### config.mk
export PLATFORM = sky130hd
export DESIGN_NAME = serial_adder
export DESIGN_NICKNAME = d
export VERILOG_FILES = /design/src/rtl/serial_adder.sv
export SDC_FILE = /design/constraint.sdc
export NUM_CORES = 1
export LEC_CHECK = 0
export ABC_CLOCK_PERIOD_IN_PS = 1600
export CORE_ASPECT_RATIO = 0.6
export CORE_UTILIZATION = 50
export CTS_CLUSTER_DIAMETER = 80
export CTS_CLUSTER_SIZE = 16
export DETAILED_ROUTE_END_ITERATION = 8
export MAX_ROUTING_LAYER = met4
export PLACE_DENSITY = 0.77
export SYNTH_ARGS = -nofsm -noshare
export SYNTH_HDL_FRONTEND = slang
export SYNTH_SLANG_ARGS = --single-unit
### constraint.sdc
create_clock -name clk -period 1.6 [get_ports clk]
set_input_delay 0.4 -clock clk [delete_from_list [all_inputs] [get_ports clk]]
set_output_delay 0.4 -clock clk [all_outputs]
set_load 0.03 [all_outputs]
### src/rtl/serial_adder.sv
// serial_adder
//   Bit-serial WIDTH-bit adder. Operands are captured on an accepted start
//   pulse and fed LSB-first, one bit pair per clock, through a one-bit full
//   adder whose carry is kept in a flip-flop between cycles. The completed
//   sum and carry are published together, so S/C_out never show partial
//   results.
//
//   Optional feature macro: SERIAL_ADDER_OVF_EN adds the signed overflow
//   flag V (carry into the MSB XOR carry out of the MSB).
//
//   Ports:
//     clk    in   1      clock, all state changes on the rising edge
//     rst    in   1      synchronous active-high reset
//     start  in   1      request a new addition (accepted in IDLE or DONE)
//     A, B   in   WIDTH  operands, captured only when start is accepted
//     C_in   in   1      carry-in, captured only when start is accepted
//     S      out  WIDTH  sum of the last completed operation
//     C_out  out  1      carry-out of the last completed operation
//     busy   out  1      high while bits are being processed
//     done   out  1      one-cycle pulse when S/C_out are newly updated
//     V      out  1      signed overflow (only with SERIAL_ADDER_OVF_EN)
module serial_adder #(
  parameter int WIDTH = 8
) (
  input  logic             clk,
  input  logic             rst,
  input  logic             start,
  input  logic [WIDTH-1:0] A,
  input  logic [WIDTH-1:0] B,
  input  logic             C_in,
  output logic [WIDTH-1:0] S,
  output logic             C_out,
  output logic             busy,
  output logic             done
`ifdef SERIAL_ADDER_OVF_EN
  ,
  output logic             V
`endif
);

  localparam int CNT_W = (WIDTH > 2) ? $clog2(WIDTH) : 1;
  localparam logic [CNT_W-1:0] LAST_BIT = CNT_W'(WIDTH - 1);

  localparam logic [1:0] ST_IDLE  = 2'd0;
  localparam logic [1:0] ST_SHIFT = 2'd1;
  localparam logic [1:0] ST_DONE  = 2'd2;

  // One-bit full adder cell: returns {carry_out, sum}.
  function automatic logic [1:0] full_adder(input logic a, input logic b,
                                            input logic ci);
    logic s;
    logic co;
    s  = a ^ b ^ ci;
    co = (a & b) | (a & ci) | (b & ci);
    return {co, s};
  endfunction

  logic [1:0]       state;
  logic [WIDTH-1:0] a_sh;
  logic [WIDTH-1:0] b_sh;
  logic [WIDTH-1:0] res_sh;
  logic             carry;
  logic [CNT_W-1:0] cnt;
  logic [1:0]       fa;

  assign fa = full_adder(a_sh[0], b_sh[0], carry);

  // Status outputs decode the state register only; no input reaches them
  // combinationally.
  assign busy = (state == ST_SHIFT);
  assign done = (state == ST_DONE);

  always_ff @(posedge clk) begin
    if (rst) begin
      state  <= ST_IDLE;
      a_sh   <= '0;
      b_sh   <= '0;
      res_sh <= '0;
      carry  <= 1'b0;
      cnt    <= '0;
      S      <= '0;
      C_out  <= 1'b0;
`ifdef SERIAL_ADDER_OVF_EN
      V      <= 1'b0;
`endif
    end else begin
      case (state)
        ST_IDLE, ST_DONE: begin
          if (start) begin
            a_sh   <= A;
            b_sh   <= B;
            carry  <= C_in;
            cnt    <= '0;
            res_sh <= '0;
            state  <= ST_SHIFT;
          end else begin
            state  <= ST_IDLE;
          end
        end
        ST_SHIFT: begin
          // Sum bits enter at the MSB so that after WIDTH shifts bit 0 of
          // the operands has landed in bit 0 of the result.
          res_sh <= {fa[0], res_sh[WIDTH-1:1]};
          a_sh   <= {1'b0, a_sh[WIDTH-1:1]};
          b_sh   <= {1'b0, b_sh[WIDTH-1:1]};
          carry  <= fa[1];
          cnt    <= cnt + CNT_W'(1);
          if (cnt == LAST_BIT) begin
            S     <= {fa[0], res_sh[WIDTH-1:1]};
            C_out <= fa[1];
`ifdef SERIAL_ADDER_OVF_EN
            // carry still holds the carry into the MSB on this edge.
            V     <= carry ^ fa[1];
`endif
            state <= ST_DONE;
          end
        end
        default: state <= ST_IDLE;
      endcase
    end
  end

endmodule

-- Word-level counts from Yosys, hierarchy flattened
Index checks and enable logic that the tools add are counted.
- input bits: 20
- output and inout bits: 11
- register bits after elaboration: 39
- multiplexer cells: 13
- eq/ne operators: 5
- bitwise operators: 7
- $add $sub $neg: 1
- reductions and logical operators: 5
- operators by type and width (cell ; number):
    $pmux W8 S2 ; 3
    $mux W8 ; 3
    $pmux W3 S2 ; 1
    $pmux W2 S2 ; 1
    $reduce_and A2 Y1 ; 2
    $add A3 B1 Y3 const B ; 1
    $and A1 B1 Y1 ; 3
    $eq A3 B3 Y1 const B ; 1
    $mux W3 ; 1
    $eq A2 B1 Y1 const B ; 1
    $eq A2 B2 Y1 const B ; 1
    $logic_not A2 Y1 ; 1
    $mux W1 ; 2
    $mux W2 ; 1
    $ne A2 B1 Y1 const B ; 1
    $ne A2 B2 Y1 const B ; 1
    $or A1 B1 Y1 ; 2
    $pmux W1 S2 ; 1
    $reduce_bool A2 Y1 ; 1
    $reduce_or A2 Y1 ; 1
    $xor A1 B1 Y1 ; 2

-- Longest topological paths before layout
Gate-level depths: netlist (run 1).
- depth after elaboration: 4
- gate-level depth with buffers: 7
- mapped depth without buffers: 5

-- Worst setup path after synthesis (run 1)
OpenSTA, ideal clock, no wires.
- kind: register to output
- start: reg state[1]
- end: out busy
- required time: 1.200 ns
- stages on the path, launching flop included: 6
- path slack: 0.338 ns
- arrival time: 0.862 ns
- buffers on the path: 3
- path through: dfxtp_1 > nand2b_1 > buf_6 > clkinv_2 > buf_6 > buf_6
- longest elaborated chain between the ends: 1
- ends and longest elaborated chain (item ; RTL line ; source):
    from (decl) ; 58 ; logic [1:0] state;
    from (signal assigned) ; 75 ; state <= ST_IDLE;
    from (signal assigned) ; 95 ; state <= ST_SHIFT;
    from (signal assigned) ; 97 ; state <= ST_IDLE;
    $eq A2 B1 Y1 ; 70 ; assign busy = (state == ST_SHIFT);
    to (decl) ; 33 ; output logic busy,
No other way between the ends.

-- Worst setup path after layout (run 1)
Same ends and word-level chain as after synthesis.

==> metrics.md, run 1 <==
| Metric | Value |
|---|---|
| Clock sinks | `38` |
| Sequential share of the synthesized area | `a little under half` |
| Drt pass-1 iters | `4` |
| Commonest non-fill, non-tap cell in the layout | `nand2_1` |
| Dominant cell type by area after synthesis | `dfxtp_1` |
| PwrDens | `977 nW/um2` |
| Top post-synthesis cells by area | `dfxtp_1 46%, nand2_1 9.8%, a21oi_1 6.4%` |
| Final Hold Viols | `0` |
| Period utilization | `between 90% and 100%` |
| Power share of the clock group | `34.0%` |
| Clk slew on worst S/H paths | `about 70 ps` |
| Number of cell rows | `15` |
| Area Overhead vs Synth | `22.4%` |
| Part of the power in registers | `roughly 52%` |
| FF-to-FF setup slack | `approximately 160 ps` |
| Syn_area_per_cell | `roughly 8.6 um2` |
| CP required | `1200 ps` |
| Synth cell types | `21` |
| Fin. max-slew vios | `0` |
| Critical-path maximum fanout | `10` |
| CORE AREA | `2980 um2` |
| Logic gate share of total power | `between 10% and 20%` |
| CTS Root Cell | `clkbuf_8` |
| Status | `finished clean` |
| Vias in the first global route | `1204` |
| DRC | `0` |
| Met2 GRT Util | `35.3%` |
| Hold path start | `S[0]$_SDFFE_PP0P_` |
| Final min period | `~1500 ps` |
| Fin nets | `240` |
| Layer with the highest usage | `met2` |
| First DRT Iteration DRCs | `110` |
| Inst Count DP | `251` |
| Worst Reg-to-Reg Cells | `5` |
| GR met3 Demand/Resource | `under 10%` |
| Total CTS buffers | `5` |
| Power Internal | `approximately 1500 uW` |
| Final WL | `3390 um` |
| Slew of the pin with the lowest slew margin | `approximately 450 ps` |
| Most frequent cells in the layout | `43 x nand2_1, 38 x dfxtp_1, 21 x nand3_1, 21 x a21oi_1, 19 x clkdlybuf4s50_1` |
| Syn Inst Count | `190` |
| Via density per instance | `roughly 5.3` |
| Max_cap viols | `0` |
| Initial antenna violation count | `0` |
| Crit path launch type | `flop` |
| Final Setup Violations | `0` |
| Worst R2R Start | `cnt[0]$_SDFFE_PP0P_` |
| WHS Endpoint | `S[0]$_SDFFE_PP0P_` |
| Relative slew slack | `roughly 70%` |
| VDD IR max | `around 510 uV` |
| Reg-to-reg endpoint | `S[5]$_SDFFE_PP0P_` |
| Skew-Pair Late Insertion Delay | `roughly 290 ps` |
| Routability cong. | `0.762` |
| Fin Clk Skew | `approximately 6.6 ps` |
| DIE HEIGHT | `roughly 46 um` |
| Max frequency | `654 MHz` |
| GRT Util Overall | `just over 20%` |
| Syn Nets | `~210` |
| DR vias | `about 1400` |
| Gr ovfl total | `0` |
| Hold Path Class | `flop to flop` |
| Synthesized flop and latch total | `38` |
| First-pass GRT wire length | `5250 um` |
| H-tree depth | `2` |
| # IOs | `31` |
| M1 GR Usage | `around a quarter` |
| Setup WS pre-CTS | `-152 ps` |
| Arrival time at the worst endpoint | `~1100 ps` |
| Leak | `around 0.00077 uW` |
| CTS max path bufs | `2` |
| RSZ-0062 raised after global routing | `false` |
| WS Path Type | `flop to output port` |
| Worst Setup Slack, final | `71.2 ps` |
| CTS tree | `done` |
| Total Die Area | `between 3000 and 4000 um2` |
| DPL Wire Length | `about 2200 um` |
| Layout cell share with drive strength beyond 1 | `about 15%` |
| Die width | `around 76 um` |
| Total net switching power | `between 500 and 600 uW` |
| Fin cells | `between 200 and 300` |
| Initial Util | `55.0%` |
| Wirelength per Cell | `between 10 and 15 um` |
| Switching Fraction | `about a quarter` |
| Crit end category | `output port` |
| Post-Synthesis Cell Area | `1640 um2` |
| Pin count of the biggest net entering global routing | `44` |
| Post-synth top area share | `between 40% and 50%` |
| Inserted Diodes | `0` |
| IO Port Bufs | `30` |
| Post-CTS Setup Repair Bufs | `0` |
| Final ANT Viol Nets | `0` |
| Yosys warnings | `0` |
| Worst hold path depth | `2` |
[critical path, cell delays in order, from the launching register on]
cell	delay [ps]
dfxtp_1	340
nand2b_2	200
clkinv_4	110
buf_4	180
[Yosys cell counts]
cell / n
buf_1: 2
nor2_1: 17
clkbuf_1: 2
fa_1: 1
dfxtp_1: 38
buf_4: 3
nand3b_1: 1
clkinv_2: 1
a311oi_1: 8
ha_1: 2
nand2b_1: 3
a21oi_1: 21
nand3_1: 21
a311oi_2: 7
buf_8: 1
o21a_1: 1
buf_6: 5
buf_2: 4
nand2_1: 43
nor2b_1: 2
nand2_2: 7
[repair_timing]
action | in CTS | in global routing
gates cloned | 0 | 1
hold buffers | 0 | 0
resized for setup | 10 | 1
setup endpoints to repair | 10 | 1
[per-stage QoR]
step / utilization [%] / setup TNS, ps / total power (uW) / hold slack (ps) / instance area (um2)
floorplan: - / 0 / 1240 / 444 / 1640
global placement: 64.2 / -346 / 1300 / 444 / 1920
detailed placement: 64.2 / -1550 / 1310 / 450 / 1920
CTS: 67.0 / 0 / 1980 / 458 / 2000
global route: 67.3 / 0 / 2050 / 478 / 2010
finish: 67.3 / 0 / 1960 / 453 / 2010
[flip-flops by register name (all words and copies together), names as in the netlist]
name    count
cnt         3
state       2
b_sh        8
res_sh      7
carry       1
a_sh        8
S           8
C_out       1
[area by class of cell]
type	count	area [um2]
Clock inverter	1	5.00
Inverter	1	8.76
Multi-Input combinational cell	134	748
Tap cell	42	52.6
Timing Repair Buffer	36	342
Timing Repair inverter	1	5.00
Sequential cell	38	761
Clock buffer	7	86.3
Fill cell	251	976
[power by group through the flow]
stage	sequential (uW)	clock (uW)	combinational (uW)
floorplan	1040	0	205
global placement	1040	0	254
detailed placement	1050	0	264
CTS	1030	684	267
global route	1030	721	298
finish	1030	668	270
[how the worst max path moves through the flow]
stage | startpoint | end | depth (start not counted) | slack [ps]
3_5_place_dp | start | a_sh[4]$_SDFFE_PP0P_ | 5 | -150
3_3_place_gp | start | a_sh[1]$_SDFFE_PP0P_ | 5 | -30
2_1_floorplan | state[1]$_SDFFE_PP0P_ | busy | 5 | 340
5_1_grt | state[0]$_SDFFE_PP0P_ | busy | 3 | 20
4_1_cts | state[1]$_SDFFE_PP0P_ | busy | 3 | 20
6_report | state[1]$_SDFFE_PP0P_ | busy | 3 | 70
[kinds of logic after synthesis]
kind of cell,count (synthesis),share of synthesized area (%)
AOI/OAI and AO/OA,37,17.5
adders and majority gates,3,2.75
buffers and inverters,18,8.16
DFF,38,46.4
and+or+nand+nor,94,25.2
[metal layers]
| metal | share of wire (%) | vias to the layer above |
|---|---|---|
| met5 | 0 | - |
| met4 | 1.3 | 0 |
| met3 | 5.5 | 7 |
| met2 | 44 | 31 |
| met1 | 49 | 636 |
| li1 | - | 704 |
Note: power is estimated with default switching activity, not from simulation.
==> run 2, diff against run 1 <==
--- a/config.mk
+++ b/config.mk
@@ -7,12 +7,12 @@
 export LEC_CHECK = 0
 export ABC_CLOCK_PERIOD_IN_PS = 1600
 export CORE_ASPECT_RATIO = 0.6
-export CORE_UTILIZATION = 50
+export CORE_UTILIZATION = 51
 export CTS_CLUSTER_DIAMETER = 80
 export CTS_CLUSTER_SIZE = 16
 export DETAILED_ROUTE_END_ITERATION = 8
 export MAX_ROUTING_LAYER = met4
-export PLACE_DENSITY = 0.77
+export PLACE_DENSITY = 0.78
 export SYNTH_ARGS = -nofsm -noshare
 export SYNTH_HDL_FRONTEND = slang
 export SYNTH_SLANG_ARGS = --single-unit
==> metrics.md, run 2 (same netlist as run 1, synthesis figures left out) <==
| Metric | Value |
|---|---|
| Leak | `0.000762 uW (-1.1%)` |
| Skew-Pair Late Insertion Delay | `290 ps (about the same)` |
| Layout cell share with drive strength beyond 1 | `13.4% (-1.3 points)` |
| WS Path Type | `flop to output port` |
| First-pass GRT wire length | `5600 um (+6.7%)` |
| Period utilization | `93.8% (-1.7 points)` |
| Relative slew slack | `70.0% (+0.32 points)` |
| Wirelength per Cell | `13.5 um (+3.9%)` |
| Final ANT Viol Nets | `0 (unchanged)` |
| Final WL | `3490 um (+3.1%)` |
| Fin cells | `258 (-0.77%)` |
| Hold Path Class | `flop to flop` |
| Total CTS buffers | `5 (unchanged)` |
| Reg-to-reg endpoint | `b_sh[6]$_SDFFE_PP0P_` |
| Gr ovfl total | `0 (unchanged)` |
| Commonest non-fill, non-tap cell in the layout | `nand2_1` |
| Max_cap viols | `0 (unchanged)` |
| CP required | `1200 ps (about the same)` |
| DR vias | `1381 (+0.22%)` |
| Status | `finished clean` |
| CORE AREA | `2970 um2 (-0.63%)` |
| Total Die Area | `3450 um2 (-1.9%)` |
| CTS max path bufs | `2 (unchanged)` |
| Crit end category | `output port` |
| H-tree depth | `2 (unchanged)` |
| Most frequent cells in the layout | `43 x nand2_1, 38 x dfxtp_1, 21 x nand3_1, 21 x a21oi_1, 19 x clkdlybuf4s50_1` |
| DRC | `0 (unchanged)` |
| Pin count of the biggest net entering global routing | `44 (unchanged)` |
| # IOs | `31 (unchanged)` |
| RSZ-0062 raised after global routing | `false` |
| GRT Util Overall | `23.1% (+2.5 points)` |
| Worst path cell trace | `nand2b_4 > clkinv_4 > buf_4` |
| Clock sinks | `38 (unchanged)` |
| Inst Count DP | `250 (-0.40%)` |
| Inserted Diodes | `0 (unchanged)` |
| Max frequency | `666 MHz (+1.8%)` |
| Logic gate share of total power | `14.5% (+0.7 points)` |
| Via density per instance | `5.35 (+0.99%)` |
| Switching Fraction | `26.0% (+0.43 points)` |
| Worst R2R Start | `state[1]$_SDFFE_PP0P_` |
| Arrival time at the worst endpoint | `1100 ps (-30 ps)` |
| Met1 wire length | `1690 um (+1.8%)` |
| Reg area | `761 um2 (unchanged)` |
| Part of the power in registers | `53.6% (+1.4 points)` |
| Critical-path maximum fanout | `10 (unchanged)` |
| Worst path slowest cell | `dfxtp_1` |
| Number of cell rows | `15 (unchanged)` |
| Met3 WL | `192 um (+3.8%)` |
| Critical Path Sink | `busy` |
| VDD IR max | `506 uV (+0.14%)` |
| Slew of the pin with the lowest slew margin | `449 ps (-4.82 ps)` |
| CP max stage delay | `440 ps (+100 ps)` |
| FF-to-FF setup slack | `170 ps (about the same)` |
| Initial antenna violation count | `0 (unchanged)` |
| Total net switching power | `497 uW (-0.80%)` |
| Fin nets | `239 (-0.42%)` |
| CTS tree | `done` |
| Area Overhead vs Synth | `22.1%` |
| Final Hold Viols | `0 (unchanged)` |
| CTS Root Cell | `clkbuf_8` |
| Setup WS pre-CTS | `-144 ps (+7.91 ps)` |
| DPL Wire Length | `2280 um (+1.6%)` |
| Routability cong. | `0.753 (-1.1%)` |
| Final Core Density | `67.6% (+0.26 points)` |
| Setup TNS | `0 ps (unchanged)` |
| Worst Setup Slack, final | `98.7 ps (+27.5 ps)` |
| Hold WS | `454 ps (+0.332 ps)` |
| Top layer used by detailed routing | `met4` |
| Initial Util | `55.3% (+0.35 points)` |
| Multi-input logic area | `753 um2 (+0.67%)` |
| Final Setup Violations | `0 (unchanged)` |
| Final min period | `1500 ps (-27.5 ps)` |
| Fin Clk Skew | `4.02 ps (-2.58 ps)` |
| Die width | `75.2 um (-0.96%)` |
| Post-CTS Setup Repair Bufs | `0 (unchanged)` |
| DIE HEIGHT | `45.9 um (-0.94%)` |
| First DRT Iteration DRCs | `107 (-2.7%)` |
| Power share of the clock group | `31.9% (-2.1 points)` |
| Setup crit start | `state[0]$_SDFFE_PP0P_` |
| Power Internal | `1420 uW (-3.0%)` |
| Largest registers | `S x8, a_sh x8, b_sh x8` |
| Number of fill cells in the layout | `259 (+3.2%)` |
| Vias in the first global route | `1277 (+6.1%)` |
| Worst Reg-to-Reg Cells | `4 (-1)` |
| Crit path launch type | `flop` |
| Drt pass-1 iters | `5 (+1)` |
| Clk slew on worst S/H paths | `70 ps (about the same)` |
| Fin. max-slew vios | `0 (unchanged)` |
| Met2 routed WL | `1530 um (+2.3%)` |
| Number of hold buffers added after CTS | `0 (unchanged)` |
| IO Port Bufs | `30 (unchanged)` |
| PwrDens | `956 nW/um2 (-2.2%)` |
[run 2: power groups by stage]
stage	combinational (uW)	clock (uW)	sequential, uW
global route	304	667	1030
global placement	258	0	1040
floorplan	205	0	1040
detailed placement	268	0	1050
finish	277	612	1030
CTS	272	620	1030
[run 2: worst min path at each step]
stage / slack, ps / endpoint / cells past startpoint / from
finish: 450 / S[0]$_SDFFE_PP0P_ / 2 / S[0]$_SDFFE_PP0P_
global route: 480 / S[3]$_SDFFE_PP0P_ / 2 / S[3]$_SDFFE_PP0P_
CTS: 460 / S[0]$_SDFFE_PP0P_ / 2 / S[0]$_SDFFE_PP0P_
detailed placement: 450 / S[0]$_SDFFE_PP0P_ / 2 / S[0]$_SDFFE_PP0P_
global placement: 440 / S[0]$_SDFFE_PP0P_ / 2 / S[0]$_SDFFE_PP0P_
floorplan: 440 / S[0]$_SDFFE_PP0P_ / 2 / res_sh[1]$_SDFFE_PP0P_
[run 2: final cells by class]
cell class                      instances  share of cell area (%)
Clock buffer                            7                    3.81
Inverter                                1                   0.437
Multi-Input combinational cell        134                    37.6
Sequential cell                        38                    38.0
Tap cell                               42                    2.62
Timing Repair Buffer                   35                    17.3
Timing Repair inverter                  1                   0.250
[run 2: metrics by stage]
| stage | area [um2] | total power, uW |
|---|---|---|
| finish | 2000 | 1920 |
| global route | 2000 | 2000 |
| CTS | 1990 | 1920 |
| detailed placement | 1920 | 1320 |
| global placement | 1920 | 1300 |
| floorplan | 1640 | 1240 |
[run 2: timing repair]
action,4_1_cts,5_1_grt
cloned,0,1
endpoints found under the hold margin,0,0
endpoints found under the setup margin,10,1
resized for setup,10,2
[run 2: critical path: cells and delay by family, from the launching register on]
family / cells / cell delay (ps)
buf+inv: 2 / 260
flops: 1 / 440
simple gates: 1 / 110
[run 2: metal layers]
layer	global-route usage, %	vias up
li1	-	698
met1	27.7	639
met2	36.4	32
met3	6.19	12
met4	11.5	0
met5	-	-
==> RTL edit 1: new RTL, flow settings as in run 2 <==
Change the parameter `WIDTH` from 8 to 4.
--- a/src/rtl/serial_adder.sv
+++ b/src/rtl/serial_adder.sv
@@ -22,3 +22,3 @@
 module serial_adder #(
-  parameter int WIDTH = 8
+  parameter int WIDTH = 4
 ) (
Ports: changed (resized A, B and S); port bits go from 31 to 19. No check against the original RTL was run, so the function may have changed too.
==> RTL edit 1 against run 2 <==
- synthesized cell count fell by 46%
- core utilization rose by 2.1 points
- sequential share of layout area rose by 0.51 points
- total power fell by 49%
- design area fell by 45%
- largest power group unchanged
- setup slack improved by 32 ps
- synthesized area fell by 47%
- sequential cell count fell by 17
- routed wire length fell by 53%
==> RTL edit 1: results (changes against run 2) <==
| Metric | Value |
|---|---|
| Synth top area cells | `dfxtp_1, nand2_1, a311oi_1, a21oi_1, nand3_1 (was dfxtp_1, nand2_1, a21oi_1, a311oi_2, nand3_1)` |
| Post-route cell area | `1090 µm² (was 2000 µm²)` |
| Clock buf/inv share | `0.0241 (was 0.0381)` |
| Cells after Synth | `103 (was 190)` |
| Layout non-clock buf frac | `0.205 (was 0.173)` |
| FF-to-FF End | `a_sh[1] (was b_sh[6])` |
| Worst-path clk slew | `110 ps (was 70 ps)` |
| Lkg Pwr | `0.444 nW (was 0.762 nW)` |
| I/O Buffers | `18 (was 30)` |
| H-tree depth | `1 (was 2)` |
| Hold path startpoint | `S[1] (was S[0])` |
| Bufs w/o clock | `24 (was 35)` |
| Outcome | `finished clean (unchanged)` |
| NumNets Final | `139 (was 239)` |
| DR pass1 iterations | `4 (was 5)` |
| CLK BUF | `4 (was 7)` |
| DR WL met3 | `110 µm (was 192 µm)` |
| Syn_nets | `117 (was 213)` |
| Routing usage on met2 | `0.297 (was 0.364)` |
| Top flop regs | `S x4, a_sh x4, b_sh x4 (was S x8, a_sh x8, b_sh x8)` |
| Seq. cell area | `420 µm² (was 761 µm²)` |
| Yosys cell types | `19 (was 21)` |
| Register area share after synthesis | `0.488 (was 0.464)` |
| Global Route met1 Usage | `0.298 (was 0.277)` |
| #MultiIn Comb | `74 (was 134)` |
| R2R depth | `5 (was 4)` |
| CTS Buf Count | `3 (was 5)` |
| Layout Skew | `3.50 ps (was 4.02 ps)` |
| Largest delay share family, worst path | `buffers and inverters (was flip-flops)` |
| Final hold slack | `460 ps (was 454 ps)` |
| Tmin final | `1470 ps (was 1500 ps)` |
| Maximum number of pins on one net before global-route repair | `23 (was 44)` |
| GRT Util Overall | `0.221 (was 0.231)` |
## RTL edit 1: changes by cell type in the layout (fill, tap and decap cells not counted), moves of 3 or more
cell	delta
nand2_1	-18
dfxtp_1	-17
a21oi_1	-9
nand3_1	-9
clkdlybuf4s50_1	-8
nor2_1	-8
a311oi_2	-7
nand2_2	-7
clkbuf_8	-5
dlygate4sd2_1	-4
clkbuf_4	+3
## RTL edit 1: power by group
group	switching [mW]	internal [mW]	leakage (nW)	total (mW)
logic	0.0791	0.0764	0.258	0.156
registers	0.0171	0.551	0.172	0.568
clock network	0.152	0.0972	0.0150	0.249
total	0.248	0.724	0.444	0.973
## RTL edit 1: cell families after synthesis
logic type                 after synthesis  share of synthesized area
and+or+nand+nor                         52                      0.270
adders and majority gates                2                     0.0377
DFF                                     21                      0.488
AOI/OAI and AO/OA                       20                      0.149
buffers and inverters                    8                     0.0551
==> RTL edit 2: new RTL, config.mk and constraints of run 2 <==
Without the edit above. Make the reset (`rst`) asynchronous in one clocked block. Comments in the files are not updated.
--- a/src/rtl/serial_adder.sv
+++ b/src/rtl/serial_adder.sv
@@ -72,3 +72,3 @@
 
-  always_ff @(posedge clk) begin
+  always_ff @(posedge clk or posedge rst) begin
     if (rst) begin
Function: differs if rst is asserted again (counterexample within 4 cycles, from zero or initial values and one cycle with rst high); with rst held inactive, the same outputs for 10 cycles.
==> RTL edit 2 against run 2 <==
- sequential cell count unchanged
- worst hold slack gained 9.5 ps
- routed wire length shrank 1.8%
- setup slack worse by 39 ps
- largest cell class unchanged
- design area is 16% higher
- synthesized area grew 11%
- via count is 8.0% lower
- critical path depth stayed put
- final cell count is 7.8% lower
Power is not compared: it rests on default switching activity, and its combinational part moved more than twofold at a synthesized area within 25%.
==> RTL edit 2: results (changes against run 2) <==
| Metric | Value |
|---|---|
| Post-Route WL | `3.43 mm (was 3.49 mm)` |
| Top cells by count, synth | `dfrtp_1, nor2_1, mux2_4, nor2b_1 (was nand2_1, dfxtp_1, a21oi_1, nand3_1, nor2_1)` |
| Register area share after synthesis | `0.523 (was 0.464)` |
| Max stage delay cell, worst path | `dfrtp_1 (was dfxtp_1)` |
| Filler instances | `245 (was 259)` |
| Initial DRC Count | `92 (was 107)` |
| DP Cell Count | `228 (was 250)` |
| Layout Skew | `7.56 ps (was 4.02 ps)` |
| XOR/XNOR Fraction of Synth Area | `0.00482 (was 0)` |
| Async set or reset register ratio after synthesis | `1.00 (was 0)` |
| Vias in the first global route | `1,148 (was 1,277)` |
| Outcome | `finished clean (unchanged)` |
| Inverters | `3 (was 2)` |
| Hold WC Path Type | `in -> async (was reg -> reg)` |
| Critical path peak fanout | `14 (was 10)` |
| Placed Instance Area | `2190 µm² (was 1920 µm²)` |
| Layout non-clock buf frac | `0.171 (was 0.173)` |
| Via density | `5.34 (was 5.35)` |
| Seq area share | `0.411 (was 0.380)` |
| RD Place Congestion | `0.697 (was 0.753)` |
| Yosys cell types | `24 (was 21)` |
| Multiplexer area fraction after synthesis | `0.150 (was 0)` |
| DR pass1 iterations | `4 (was 5)` |
| Syn_nets | `178 (was 213)` |
| Synth Flop Type | `dfrtp_1 (was dfxtp_1)` |
| Layout cells sized above 1 | `0.197 (was 0.134)` |
| NumNets Final | `215 (was 239)` |
| Crit path DAT | `1140 ps (was 1100 ps)` |
[RTL edit 2: worst max-delay path: cells and delay by family, from the launching register on]
family,cells,cell delay [ps]
and+or+nand+nor,1,180
DFF,1,410
buffers and inverters,2,250
[RTL edit 2: metal layers]
layer / wire (µm) / GRT usage / vias up
met5: 0 / - / -
li1: - / - / 624
met2: 1560 / 0.324 / 30
met3: 144 / 0.0505 / 3
met1: 1700 / 0.254 / 614
met4: 26 / 0.0545 / 0
[RTL edit 2: worst paths after layout]
check / startpoint / endpoint / slack (ps) / depth (start not counted)
min in group clk: S[1] / S[1] / 510 / 1
worst min register to register: S[1] / S[1] / 510 / 1
max in group asynchronous: rst / state[0] / 940 / 3
worst max register to register: cnt[0] / S[2] / 160 / 4
worst min-delay path: rst / S[6] / 460 / 3
worst max-delay path: state[1] / busy / 60 / 3
[RTL edit 2: power breakdown]
group / internal [mW] / switching [mW]
registers: 1.42 / 0.336
clock network: 0.467 / 0.328
logic: 1.00 / 0.990
total: 2.88 / 1.65
